File: config.mk
export PLATFORM = sky130hd
export DESIGN_NAME = cordic_vectoring
export DESIGN_NICKNAME = d
export VERILOG_FILES = /design/src/rtl/cordic_vectoring.sv
export SDC_FILE = /design/constraint.sdc
export NUM_CORES = 1
export LEC_CHECK = 0
export CAP_MARGIN = 25
export CORE_UTILIZATION = 55
export DETAILED_ROUTE_END_ITERATION = 12
export DONT_BUFFER_PORTS = 1
export PLACE_DENSITY = 0.7
export SYNTH_ARGS = -nofsm -noshare
export SYNTH_HDL_FRONTEND = slang
export SYNTH_SLANG_ARGS = --single-unit
File: constraint.sdc
create_clock -name clk -period 10.2 [get_ports clk]
set_clock_uncertainty 0.15 [all_clocks]
set_input_delay 3.06 -clock clk [delete_from_list [all_inputs] [get_ports clk]]
set_output_delay 3.06 -clock clk [all_outputs]
set_load 0.02 [all_outputs]
File: src/rtl/cordic_vectoring.sv
// Iterative vectoring-mode CORDIC: one micro-rotation per enabled clock, returning
// atan2(y,x) and the gain-scaled magnitude K*sqrt(x^2+y^2) of a fixed-point vector.
module cordic_vectoring #(
    parameter int WIDTH = 24,
    parameter int ITERS = 24
) (
    input  logic             clk,
    input  logic             reset,
    input  logic             clk_en,
    input  logic             in_valid,
    output logic             in_ready,
    input  logic [WIDTH:0]   x_in,
    input  logic [WIDTH:0]   y_in,
    output logic             out_valid,
    input  logic             out_ready,
    output logic [WIDTH+2:0] theta,
    output logic [WIDTH+2:0] mag,
    output logic [1:0]       dbg_state
);
    // Handshake: a transfer happens on a rising edge where valid and ready are both 1
    // and clk_en=1; out_valid stays high with stable data until out_ready takes it.

    localparam int IW = WIDTH + 4;
    localparam int CW = $clog2(ITERS + 1);
    localparam int SH = 24 - WIDTH;

    typedef enum logic [1:0] {
        IDLE = 2'd0,
        ITER = 2'd1,
        DONE = 2'd2
    } state_t;

    // Q3.24 reference constants rescaled to WIDTH fractional bits, round-half-up.
    function automatic logic [31:0] q324_scale(input logic [31:0] v);
        if (SH == 0) begin
            return v;
        end
        return (v + ((32'd1 << SH) >> 1)) >> SH;
    endfunction

    function automatic logic [31:0] atan_base(input int k);
        case (k)
            0:       return 32'hC90FDB;
            1:       return 32'h76B19C;
            2:       return 32'h3EB6EC;
            3:       return 32'h1FD5BA;
            4:       return 32'h0FFAAD;
            5:       return 32'h07FF55;
            6:       return 32'h03FFEA;
            7:       return 32'h01FFFD;
            8:       return 32'h00FFFF;
            9:       return 32'h007FFF;
            default: begin
                if (k >= 10 && k <= 23) begin
                    return (32'd1 << (24 - k)) - 32'd1;
                end
                return 32'd0;
            end
        endcase
    endfunction

    localparam logic signed [IW-1:0] PI_Z = IW'(q324_scale(32'h3243F6B));

    state_t               state_q, state_nxt;
    logic [CW-1:0]        iter_q;
    logic                 zero_q;
    logic signed [IW-1:0] x_q, y_q, z_q;
    logic [WIDTH+2:0]     theta_q, mag_q;
    logic                 out_valid_q;

    logic signed [IW-1:0] x_ext, y_ext;
    logic signed [IW-1:0] x_pre, y_pre, z_pre;
    logic signed [IW-1:0] x_sh, y_sh, atan_i;
    logic signed [IW-1:0] x_rot, y_rot, z_rot;
    logic                 last_iter;
    logic                 in_zero;

    assign in_ready  = (state_q == IDLE) && clk_en;
    assign out_valid = out_valid_q;
    assign theta     = theta_q;
    assign mag       = mag_q;
    assign dbg_state = state_q;

    assign last_iter = (iter_q == CW'(ITERS - 1));
    assign in_zero   = (x_in == '0) && (y_in == '0);

    // Next-state logic.
    always_comb begin
        state_nxt = state_q;
        case (state_q)
            IDLE: if (in_valid)  state_nxt = ITER;
            ITER: if (last_iter) state_nxt = DONE;
            DONE: if (out_ready) state_nxt = IDLE;
            default:             state_nxt = IDLE;
        endcase
    end

    // Quadrant prescale folds the left half-plane onto the right, preloading z with +-PI.
    always_comb begin
        x_ext = {{(IW - WIDTH - 1){x_in[WIDTH]}}, x_in};
        y_ext = {{(IW - WIDTH - 1){y_in[WIDTH]}}, y_in};
        x_pre = x_ext;
        y_pre = y_ext;
        z_pre = '0;
        if (x_in[WIDTH]) begin
            x_pre = -x_ext;
            y_pre = -y_ext;
            z_pre = y_in[WIDTH] ? -PI_Z : PI_Z;
        end
    end

    // One micro-rotation driving y toward zero; shifts use the pre-edge x and y.
    always_comb begin
        x_sh   = x_q >>> iter_q;
        y_sh   = y_q >>> iter_q;
        atan_i = IW'(q324_scale(atan_base(int'(iter_q))));
        x_rot  = x_q + y_sh;
        y_rot  = y_q - x_sh;
        z_rot  = z_q + atan_i;
        if (y_q[IW-1]) begin
            x_rot = x_q - y_sh;
            y_rot = y_q + x_sh;
            z_rot = z_q - atan_i;
        end
    end

    always_ff @(posedge clk) begin
        if (reset) begin
            state_q     <= IDLE;
            iter_q      <= '0;
            zero_q      <= 1'b0;
            x_q         <= '0;
            y_q         <= '0;
            z_q         <= '0;
            theta_q     <= '0;
            mag_q       <= '0;
            out_valid_q <= 1'b0;
        end else if (clk_en) begin
            state_q <= state_nxt;
            case (state_q)
                IDLE: begin
                    if (in_valid) begin
                        x_q    <= x_pre;
                        y_q    <= y_pre;
                        z_q    <= z_pre;
                        zero_q <= in_zero;
                        iter_q <= '0;
                    end
                end
                ITER: begin
                    x_q    <= x_rot;
                    y_q    <= y_rot;
                    z_q    <= z_rot;
                    iter_q <= iter_q + CW'(1);
                    if (last_iter) begin
                        out_valid_q <= 1'b1;
                        theta_q     <= zero_q ? '0 : z_rot[WIDTH+2:0];
                        mag_q       <= zero_q ? '0 : x_rot[WIDTH+2:0];
                    end
                end
                DONE: begin
                    if (out_ready) begin
                        out_valid_q <= 1'b0;
                    end
                end
                default: ;
            endcase
        end
    end

endmodule

==> results.md, run 1 <==
* Routability-driven placement congestion ratio at 0.984
* Period utilisation layout at 70.4%
* Setup CP Type: reg -> reg
* Setup TNS at 0 ns
* Drt drc at 0
* Antenna violations before repair at 0
* Worst skew pair latency at 0.47 ns
* First-pass GRT wire length at 93900 um
* Total GRT Usage at 39.3%
* Clock Path Buffers at 2
* Startpoint types: flip-flop
* Final Hold Viols at 0
* Most used DFF post-synth: dfxtp_1
* Crit path required time at 10.45 ns
* Initial Util at 56.5%
* Max-cap violations at 0
* Vias per cell at 7.03
* Post-CTS Resized at 0
* Critical Path Fanout Max at 31
* Area share of the largest cell type after synthesis at 17.2%
* DRT antenna net count at 0
* # diodes at 0
* Number of synthesized register bits at 146
* Largest cells by area after synthesis: dfxtp_1 (17%), mux4_2 (8.6%), ha_1 (6.6%), a21oi_1 (6.1%), nor2_1 (5.2%)
* Hold WC Path Type: reg -> reg
* DP Area at 17000 um2
* Ratio of cells with drive above 1 in the final layout at 9.45%
* YS warnings at 0
* FF-to-FF setup slack at 3.02 ns
* CTS tree: built
* Drt wl/cell at 25.0 um
* Most used cell, CP: ha_1
* Async S/R FF share, synth at 0%
* # rows at 63
* Detailed placer's ending HPWL at 45200 um
* Pwr dens at 148 nW/um2
* Worst-path clk slew at 0.08 ns
* IO buf count at 0
* Critical path data arrival time at 7.43 ns
* Minimum clock period at 7.18 ns
* RSZ-0062 raised after global routing: false
* Max Slew Vio Count at 0
* Post-route cell area at 17600 um2
* Via count at 17400
* Postcts setup bufs at 0
* Max Fclk at 139 MHz
* Biggest area consumer among synthesized cells: dfxtp_1
* Number of global-route vias before repair at 15500
* Number of synthesized flops with an enable pin at 0
* Setup violators final at 0
* Slew at the pin with the worst max-slew slack at 1.06 ns
* Die H at 178 um
* Leak at 6.76 nW
* CP endpoint kind: flip-flop
* Nets at 2220
* Drt first pass iters at 6
* Post-Synthesis Cells at 2177
* Syn_nets at 2325
* Worst Setup SP: iter_q[0]
* Drt initial violations at 2418
* Distinct cells, synth at 102
* Critical Path Slowest Stage Cell: ha_1
* Die area at 31600 um2
* Total gr overflow at 0
* Sequential fraction of the synthesis area at 17.2%
* Synth Area per Inst at 7.80 um2
* Maximum VDD drop at 0.129 mV
* Seq. cell area at 2930 um2
* Boundary Pins at 113
* H-tree lvl count at 4
* Cell breakdown of the critical path: inv_2 -> buf_4 -> ha_1 -> nor2b_1 -> a31oi_1 -> or4_1 -> ha_1 -> inv_1 -> a221oi_1 -> ha_1 -> a31oi_1 -> buf_4 -> xnor2_1 -> ha_1 -> nand2_1 -> nor4_1 -> o21ai_0 -> nor3_1 -> o221ai_1 -> o311ai_0 -> o211ai_1 -> xor2_1 -> a21oi_1 -> nor2_1
* CTS Sinks at 146
* Slew headroom at 29.1%
* Num CTS Buffers at 17
* Hold Crit Start: z_q[0]
* Core footprint at 30000 um2
* Fill cell count at 2794
* Drt total wl at 61900 um
* FF-to-FF Start: iter_q[0]
* Root Buffer: clkbuf_16
* Area occupied by multi-input gates at 13200 um2
* Area delta synth->final at 3.71%
* Outcome: finished, final reports clean
* Chip width at 178 um
* CP max stage delay at 0.90 ns
* Count of hold-fix buffers inserted at cts at 0
* Pin count of the biggest net entering global routing at 105
* Synthesized cell area at 17000 um2
[critical path, delay by kind of cell, from the launching register on]
| family | cells | cell delay, ns |
|---|---|---|
| compound gates | 8 | 1.91 |
| simple gates | 6 | 1.77 |
| xor+xnor | 2 | 0.42 |
| flops | 1 | 0.32 |
| buf+inv | 4 | 0.73 |
| fa+ha+maj | 4 | 1.79 |
[registers in the layout, indices dropped and copies added (netlist names)]
name       count
mag           27
z_q           27
out_valid      1
iter_q         5
y_q           28
theta         27
zero_q         1
dbg_state      2
x_q           28
[power breakdown]
group          switching (mW)  leakage [nW]  internal [mW]
Clock                   0.316         0.271          0.344
Combinational           0.789          5.30          0.494
Sequential             0.0703          1.19          0.597
Total                    1.18          6.76           1.44
[cell families after synthesis]
group	after synthesis	synth area share, %
buffers and inverters	204	5.28
AND/OR/NAND/NOR	694	19.4
XOR/XNOR	183	9.52
multiplexers	150	14.0
flip-flops	146	17.2
AO/OA/AOI/OAI	707	27.6
adder cells (fa/ha/maj)	93	6.99
[cells in the final DEF (no fill, tap or decap), types with 9 or more instances in the layout]
master       n
clkbuf_16   17
xor2_1      89
ha_1        90
a211o_1     10
inv_1       46
o211ai_1    36
o22ai_1     12
nor2_1     232
or4_1       11
buf_4       30
nor3_1      44
o31ai_1     22
a21o_1      35
mux4_2      65
nand2b_1    24
a21oi_1    207
o21ai_0    131
o32ai_1     11
mux2i_1     65
nor4_1      15
and2_1      15
nand3_1     32
a31oi_1     19
nand2_1    207
dfxtp_1    141
o21a_1      21
a211oi_1    31
or3_1       17
xnor2_1     93
mux2_2      16
a22o_1      13
o41ai_1      9
and3_1      17
nor2b_1     23
a22oi_1     46
[layout make-up]
class / count / area share, %
clock inverters: 14 / 0.839
multi-input cells: 1827 / 74.8
inverters: 49 / 1.06
well taps: 390 / 2.77
clock buffers: 18 / 2.44
flip-flops and latches: 146 / 16.7
repair buffers: 31 / 1.39
[synth_stat cells (12+ instances only)]
master,number
or3_1,17
nand3_1,32
nor3_1,44
clkbuf_1,95
xnor2_1,93
nor2_1,234
o31ai_1,22
mux2i_1,65
a21oi_1,207
nand2b_1,25
o22ai_1,12
o211ai_1,36
nand2_1,208
a211oi_1,31
and3_1,17
buf_2,25
and2_1,15
xor2_1,89
a21o_1,35
inv_1,46
nor2b_1,24
a22oi_1,46
o21a_1,21
a31oi_1,19
o21ai_0,131
dfxtp_1,146
mux4_2,65
mux2_2,16
nor4_1,15
buf_1,20
ha_1,90
a22o_1,13
[per-layer routing]
| layer | track usage [%] | wire length [um] | vias up |
|---|---|---|---|
| li1 | - | - | 7916 |
| met1 | 57.8 | 27300 | 8248 |
| met2 | 53.3 | 24900 | 1109 |
| met3 | 11.3 | 7680 | 134 |
| met4 | 14.1 | 2000 | 0 |
| met5 | 0 | 0 | - |
[stage by stage]
step | total power, mW | hold slack, ns | setup WS [ns] | util (%) | cells
floorplan | 1.58 | 0.282 | 3.56 | - | 2177
detailed placement | 1.91 | 0.293 | 3.17 | 56.6 | 2441
global route | 2.74 | 0.347 | 2.49 | 58.6 | 2475
CTS | 2.57 | 0.303 | 3.13 | 58.5 | 2473
finish | 2.61 | 0.311 | 3.02 | 58.6 | 2475
global placement | 1.90 | 0.287 | 3.28 | 56.6 | 2441
[path summary, 6_finish.rpt]
check,endpoint,cells after the start
worst max-delay path,z_q[26],24
worst max register to register,z_q[26],24
worst min register to register,z_q[0],2
worst min-delay path,z_q[0],2
Note: power is estimated with default switching activity, not from simulation.
==> inputs of run 2 (changes only) <==
- PLACE_DENSITY: 0.7 -> 0.73
- clock period: 10.2 -> 6.2 ns (I/O delays scaled with it)
==> results.md, run 2 (same netlist as run 1, synthesis figures left out) <==
* Outcome: finished, final reports clean
* Initial Util at 56.5%
* Core footprint at 30000 um2
* Setup TNS at 0 ns
* Most frequent cells in the layout: nor2_1 (232), a21oi_1 (207), nand2_1 (207)
* # rows at 63
* Pin count of the biggest net entering global routing at 105
* Setup CP Type: reg -> reg
* Minimum clock period at 5.95 ns
* CTS tree: built
* Drt drc at 0
* Area delta synth->final at 6.70%
* CTS Sinks at 146
* Fill cell count at 2738
* Vias per cell at 7.12
* Detailed placer's ending HPWL at 48500 um
* Max-cap violations at 0
* Seq. cell area at 2940 um2
* Drt total wl at 65100 um
* Boundary Pins at 113
* Root Buffer: clkbuf_16
* Chip width at 178 um
* Area occupied by multi-input gates at 13200 um2
* Maximum VDD drop at 0.207 mV
* Crit path required time at 6.42 ns
* Critical Path Fanout Max at 10
* Die H at 178 um
* Pwr dens at 236 nW/um2
* FF-to-FF Start: x_q[17]
* Crit path depth at 20
* Hold endpoint: z_q[0]
* FF-to-FF setup slack at 0.25 ns
* Critical path data arrival time at 6.18 ns
* Count of hold-fix buffers inserted at cts at 0
* Drt wl/cell at 25.8 um
* Clock Path Buffers at 2
* Max Fclk at 168 MHz
* Largest registers: x_q (28), y_q (28)
* Slew headroom at 25.3%
* Hold WC Path Type: reg -> reg
* Reg-to-Reg End: y_q[27]
* Period utilisation layout at 96.0%
* Slew at the pin with the worst max-slew slack at 1.12 ns
* Fin cells at 2529
* Cell breakdown of the critical path: mux2i_1 -> mux4_2 -> mux2i_1 -> a2bb2oi_1 -> ha_1 -> and3_1 -> and2_1 -> a21oi_1 -> xnor2_2 -> ha_1 -> a211o_1 -> a2111oi_1 -> o211ai_1 -> nor3b_1 -> o221ai_1 -> o21ai_0 -> a31oi_1 -> nor4b_1 -> mux2i_1 -> o31ai_1
* Routability-driven placement congestion ratio at 0.996
* Via count at 18000
* Drt initial violations at 2760
* Startpoint types: flip-flop
* CP max stage delay at 0.74 ns
* DRT antenna net count at 0
* H-tree lvl count at 4
* First-pass GRT wire length at 97900 um
* Nets at 2276
* # diodes at 0
* Max Slew Vio Count at 0
* CP endpoint kind: flip-flop
* CP top delay family: compound AO/OA/AOI/OAI gates
* Number of global-route vias before repair at 16300
* Die area at 31600 um2
* Hold Crit Start: z_q[0]
* Total GRT Usage at 40.9%
* Num CTS Buffers at 17
* Drt first pass iters at 6
* Antenna violations before repair at 0
* Setup violators final at 0
* Hold path depth at 2
* Commonest non-fill, non-tap cell in the layout: nor2_1
* Worst Path Buf+Inv at 0
* Ratio of cells with drive above 1 in the final layout at 12.2%
* Placed insts at 2496
* Worst-path clk slew at 0.08 ns
* Critical Path Slowest Stage Cell: dfxtp_1
* Most used cell, CP: mux2i_1
* Worst skew pair latency at 0.46 ns
* Final Hold Viols at 0
* IO buf count at 0
* Total gr overflow at 0
* R2r worst-path depth at 20
* Leak at 7.06 nW
-- run 2: changes by cell type in the layout (fill, tap and decap cells not counted), sizes merged --
cell / delta
buf: +55
bufinv: -1
clkbuf: +3
clkinv: +2
clkinvlp: -1
inv: -4
-- run 2: worst reg2reg max path: cells and delay by family (launching register included) --
family | cells | cell delay (ns)
compound gates | 9 | 2.16
flops | 1 | 0.74
fa+ha+maj | 2 | 0.56
simple gates | 4 | 0.87
mux | 4 | 1.21
xor+xnor | 1 | 0.18
-- run 2: power by group --
group | switching (mW) | internal, mW
sequential | 0.128 | 0.983
combinational | 1.32 | 0.840
clock | 0.461 | 0.543
-- run 2: worst max path at each step --
stage	endpoint	slack, ns	startpoint
detailed placement	y_q[27]	0.08	x_q[18]
finish	y_q[27]	0.25	x_q[17]
global placement	y_q[27]	0.13	x_q[18]
floorplan	z_q[25]	0.16	iter_q[1]
CTS	y_q[27]	0.05	x_q[18]
global route	y_q[27]	-0.08	iter_q[1]
-- run 2: routing by layer --
metal / GRT usage, % / part of all wire (%) / wire, um / vias to the layer above
li1: - / - / - / 8013
met1: 56.8 / 41 / 26700 / 8511
met2: 58.2 / 41 / 26800 / 1295
met3: 13.7 / 14 / 9310 / 186
met4: 14.7 / 3.6 / 2320 / 0
met5: 0 / 0 / 0 / -
-- run 2: per-stage QoR --
stage / area, um2 / power, mW / setup slack, ns / hold slack [ns] / utilization, %
after floorplan: 17000 / 2.60 / 0.162 / 0.282 / -
after global placement: 17500 / 3.15 / 0.130 / 0.283 / 58.1
final: 18100 / 4.28 / 0.248 / 0.303 / 60.3
after detailed placement: 17500 / 3.17 / 0.0827 / 0.290 / 58.1
after global routing: 18100 / 4.48 / -0.0751 / 0.317 / 60.3
after CTS: 18000 / 4.19 / 0.0550 / 0.299 / 59.9
-- run 2: timing repair --
item | CTS | global route
resized for setup | 0 | 17
hold endpoints to repair | 0 | 0
setup endpoints to repair | 0 | 10
buffers inserted | 0 | 1
-- run 2: area by class of cell --
type,count,area share (%)
clock buffers,20,2.58
clock inverters,10,0.435
inverters,49,1.03
multi-input cells,1827,73.1
flip-flops and latches,146,16.2
well taps,390,2.69
repair buffers,87,3.99
==> patch 1 (flow settings as in run 1) <==
Set the parameter `ITERS` to 36 (it was 24).
--- a/src/rtl/cordic_vectoring.sv
+++ b/src/rtl/cordic_vectoring.sv
@@ -2,7 +2,7 @@
 // atan2(y,x) and the gain-scaled magnitude K*sqrt(x^2+y^2) of a fixed-point vector.
 module cordic_vectoring #(
     parameter int WIDTH = 24,
-    parameter int ITERS = 24
+    parameter int ITERS = 36
 ) (
     input  logic             clk,
     input  logic             reset,
Check against the original RTL: no difference found for any inputs over 4 cycles, from zero or initial values and one cycle with reset high; that may be too few to reach the edited logic, so the function may still have changed.
==> patch 1 against run 1 <==
Clock power hardly changed; cell count is 1.6% higher; worst setup slack worse by 0.44 ns; critical path type unchanged; wire length is 2.5% higher; sequential cell count is 1 higher; cell area is 0.58% lower; power is 3.1% higher; global-route usage is 0.72 points higher; synthesized cell count is 1.9% higher; synthesized area hardly changed; worst hold slack better by 0.040 ns.
==> patch 1: results (changes against run 1) <==
Placed design
  – Placer Congestion: 1.04 (was 0.984)
  – Detailed placement HPWL: 47.1 mm (was 45.2 mm)
  – Place WS: 2.72 ns (was 3.17 ns)

Power
  – Sequential power: 667 uW (was 668 uW)
  – VDD IR max: 0.130 mV (was 0.129 mV)
  – NetSw: 1210 uW (was 1180 uW)
  – Static power due to leakage: 0.00676 uW (about the same)

Setup path
  – FF-to-FF Start: iter_q[1] (was iter_q[0])
  – Flop2flop setup slack: 2.58 ns (was 3.02 ns)
  – Slowest CP cell: buf_4 (was ha_1)
  – WP data arrival: 7.88 ns (was 7.43 ns)
  – Worst r2r dst: z_q[20] (was z_q[26])
  – Critical path peak fanout: 65 (was 31)

Synthesis
  – Sequential area share after synthesis: 17.3% (was 17.2%)
  – Post-Synth XOR/XNOR Area: 9.16% (was 9.52%)
  – Post-synthesis adder-cell area fraction: 6.98% (was 6.99%)
  – Unique cell type count in the Yosys netlist: 106 (was 102)
  – Commonest cells in the netlist: nor2_1 (253), nand2_1 (225), a21oi_1 (180) (was nor2_1 (234), nand2_1 (208), a21oi_1 (207))
  – Mux share of post-synthesis cell area: 12.3% (was 14.0%)
  – Area contributors post-synth: dfxtp_1 (17%), ha_1 (6.6%), nor2_1 (5.6%), a21oi_1 (5.3%), xnor2_1 (5.2%) (was dfxtp_1 (17%), mux4_2 (8.6%), ha_1 (6.6%), a21oi_1 (6.1%), nor2_1 (5.2%))
  – Post-synth top flop: dfxtp_1 (unchanged)
  – Compound-Gate Fraction of Synth Area: 27.9% (was 27.6%)
  – Net count after synthesis: 2367 (was 2325)

Route
  – Routed WL: 63.5 mm (was 61.9 mm)
  – Starting DRT DRC Count: 2208 (was 2418)
  – Vias: 17700 (was 17400)

GRT
  – Vias in the first global route: 16100 (was 15500)
  – Pin count of the biggest net entering global routing: 145 (was 105)
  – Total GRT Usage: 40.0% (was 39.3%)
  – First-pass GRT wire length: 96.0 mm (was 93.9 mm)
  – Antenna violations before repair: 1 (was 0)

Hold path
  – HP Start: z_q[7] (was z_q[0])
  – Hold EP: z_q[7] (was z_q[0])

Run status
  – Outcome: completed (unchanged)

Cells and area
  – Nets@finish: 2259 (was 2220)
  – Fillers: 2893 (was 2794)
  – Share of cells above drive strength 1: 8.43% (was 9.45%)
  – Leading registers by flop count: x_q (28), y_q (28) (unchanged)

Clock network
  – Root buffer cell: clkbuf_16 (unchanged)
[patch 1: changes by cell type after synthesis, moves of 19 or more]
| cell | before | now |
|---|---|---|
| a21oi_1 | 207 | 180 |
| nor2_1 | 234 | 253 |
| mux4_2 | 65 | 32 |
| nor3_1 | 44 | 63 |
| mux2_2 | 16 | 37 |
[patch 1: per-layer routing]
| layer | global-route usage [%] | share of wire [%] | wire (um) | vias to the layer above |
|---|---|---|---|---|
| met5 | 2.24 | 0.16 | 104 | - |
| met4 | 12.9 | 2.9 | 1870 | 4 |
| met3 | 10.2 | 12 | 7480 | 129 |
| met2 | 59.2 | 43 | 27100 | 1085 |
| met1 | 55.9 | 42 | 26900 | 8443 |
| li1 | - | - | - | 8040 |
[patch 1: layout make-up]
type / instances / share of cell area [%]
multi-input combinational: 1870 / 74.8
inverter: 48 / 1.03
clock buffer: 18 / 2.45
timing repair buffer: 27 / 1.16
sequential: 147 / 16.9
clock inverter: 14 / 0.915
tap: 390 / 2.79
[patch 1: worst max path at each step]
stage | startpoint | end | slack (ns)
after CTS | iter_q[1] | z_q[20] | 2.68
after detailed placement | iter_q[1] | z_q[20] | 2.72
final | iter_q[1] | z_q[20] | 2.58
after global placement | iter_q[1] | z_q[20] | 2.95
after floorplan | clk_en | in_ready | 3.56
after global routing | iter_q[1] | z_q[20] | 2.07
[patch 1: metrics by stage]
step           hold slack [ns]  cells  util [%]  power (uW)
5_1_grt                  0.372   2514      58.3        2830
6_report                 0.351   2514      58.3        2690
2_1_floorplan            0.307   2219         -        1660
3_5_place_dp             0.340   2482      56.3        1990
3_3_place_gp             0.326   2480      56.3        1980
4_1_cts                  0.353   2514      58.3        2650
==> patch 2 (config.mk and constraints of run 1) <==
Without the edit above. Put one more register stage on the output `dbg_state`, cleared by the reset. The value now appears one clock later. The other outputs are not delayed to match.
--- a/src/rtl/cordic_vectoring.sv
+++ b/src/rtl/cordic_vectoring.sv
@@ -79,7 +79,13 @@
     assign out_valid = out_valid_q;
     assign theta     = theta_q;
     assign mag       = mag_q;
-    assign dbg_state = state_q;
+    always_ff @(posedge clk) begin
+        if (reset) begin
+            dbg_state <= '0;
+        end else begin
+            dbg_state <= state_q;
+        end
+    end
 
     assign last_iter = (iter_q == CW'(ITERS - 1));
     assign in_zero   = (x_in == '0) && (y_in == '0);
Function: changed (a bounded check fails within 4 cycles, from zero or initial values and one cycle with reset high).
==> patch 2 against run 1 <==
Cell area decreased by 1.1%; synthesized area decreased by 1.1%; count of clock-buffer cells in the layout unchanged; power increased by 9.4%; wire length decreased by 4.2%; die area decreased by 1.1%; worst setup slack got worse by 0.48 ns; sequential cell count increased by 2.
==> patch 2: results (changes against run 1) <==
GRT
  – Pin count of the biggest net entering global routing: 154 (was 105)
  – First-pass GRT wire length: 91.1 mm (was 93.9 mm)
  – Vias in the first global route: 15900 (was 15500)
  – Antenna violations before repair: 2 (was 0)
  – Total GRT Usage: 37.8% (was 39.3%)

Cells and area
  – Non-clk bufs: 26 (was 31)
  – Non-Filler Instances: 2442 (was 2475)
  – Register area: 2970 um2 (was 2930 um2)
  – Clk tree area frac: 3.20% (was 3.28%)
  – Non-clock inverters: 51 (was 49)
  – Area of the multi-input gates: 13000 um2 (was 13200 um2)
  – Multi-input gates: 1795 (was 1827)

Synthesis
  – Synth Area per Inst: 7.85 um2 (was 7.80 um2)
  – Sequential area share after synthesis: 17.7% (was 17.2%)
  – Area contributors post-synth: dfxtp_1 (18%), mux4_2 (10%), ha_1 (6.7%), nor2_1 (5.8%), a21oi_1 (5.5%) (was dfxtp_1 (17%), mux4_2 (8.6%), ha_1 (6.6%), a21oi_1 (6.1%), nor2_1 (5.2%))
  – Commonest cells in the netlist: nor2_1 (260), a21oi_1 (186), nand2_1 (181) (was nor2_1 (234), nand2_1 (208), a21oi_1 (207))
  – Net count after synthesis: 2287 (was 2325)

Placed design
  – Area after DPL: 16900 um2 (was 17000 um2)
  – Detailed placement HPWL: 43.4 mm (was 45.2 mm)
  – Placer Congestion: 1.02 (was 0.984)
  – Place WS: 2.67 ns (was 3.17 ns)
  – Inst Count DP: 2410 (was 2441)

Power
  – VDD IR max: 0.124 mV (was 0.129 mV)

Timing
  – Slew margin rel.: 24.3% (was 29.1%)
  – Max Fclk: 0.131 GHz (was 0.139 GHz)
  – Final Hold Slack: 0.310 ns (was 0.311 ns)

Setup path
  – Critical path peak fanout: 34 (was 31)
  – Slowest stage delay, CP: 0.67 ns (was 0.90 ns)
  – Slowest CP cell: o21ai_0 (was ha_1)
  – R2R cell count: 23 (was 24)
  – CP endpoint: y_q[27] (was z_q[26])
  – Worst r2r dst: y_q[27] (was z_q[26])

Run status
  – Outcome: completed (unchanged)

Route
  – Starting DRT DRC Count: 1785 (was 2418)
  – Routed WL: 59.3 mm (was 61.9 mm)
## patch 2: logic make-up after synthesis
group                      count (synthesis)  share of synthesized area [%]
muxes                                    156                           15.4
buffers and inverters                    196                           5.08
xor gates and xnor gates                 169                           8.90
AOI/OAI and AO/OA                        665                           26.0
DFF                                      148                           17.7
adders and majority gates                 93                           7.07
and+or+nand+nor                          712                           19.8
## patch 2: worst max-delay path, delay by kind of cell, from the launching register on
family,cells,cell delay (ns)
AOI/OAI and AO/OA,13,3.30
and+or+nand+nor,4,1.37
DFF,1,0.66
adders and majority gates,2,0.66
buffers and inverters,2,0.61
muxes,1,0.61
xor gates and xnor gates,1,0.17
## patch 2: power breakdown
part	internal (uW)	leakage, uW	total [uW]	switching [uW]
clock network	324	0.000258	628	304
registers	611	0.00121	695	83.6
logic	617	0.00526	1530	916
total	1550	0.00673	2860	1300
## patch 2: per-layer routing
layer	GRT usage (%)	part of all wire, %
met5	0	0.017
met3	10.5	11
met4	16.5	4.0
met1	49.6	41
met2	57.9	44
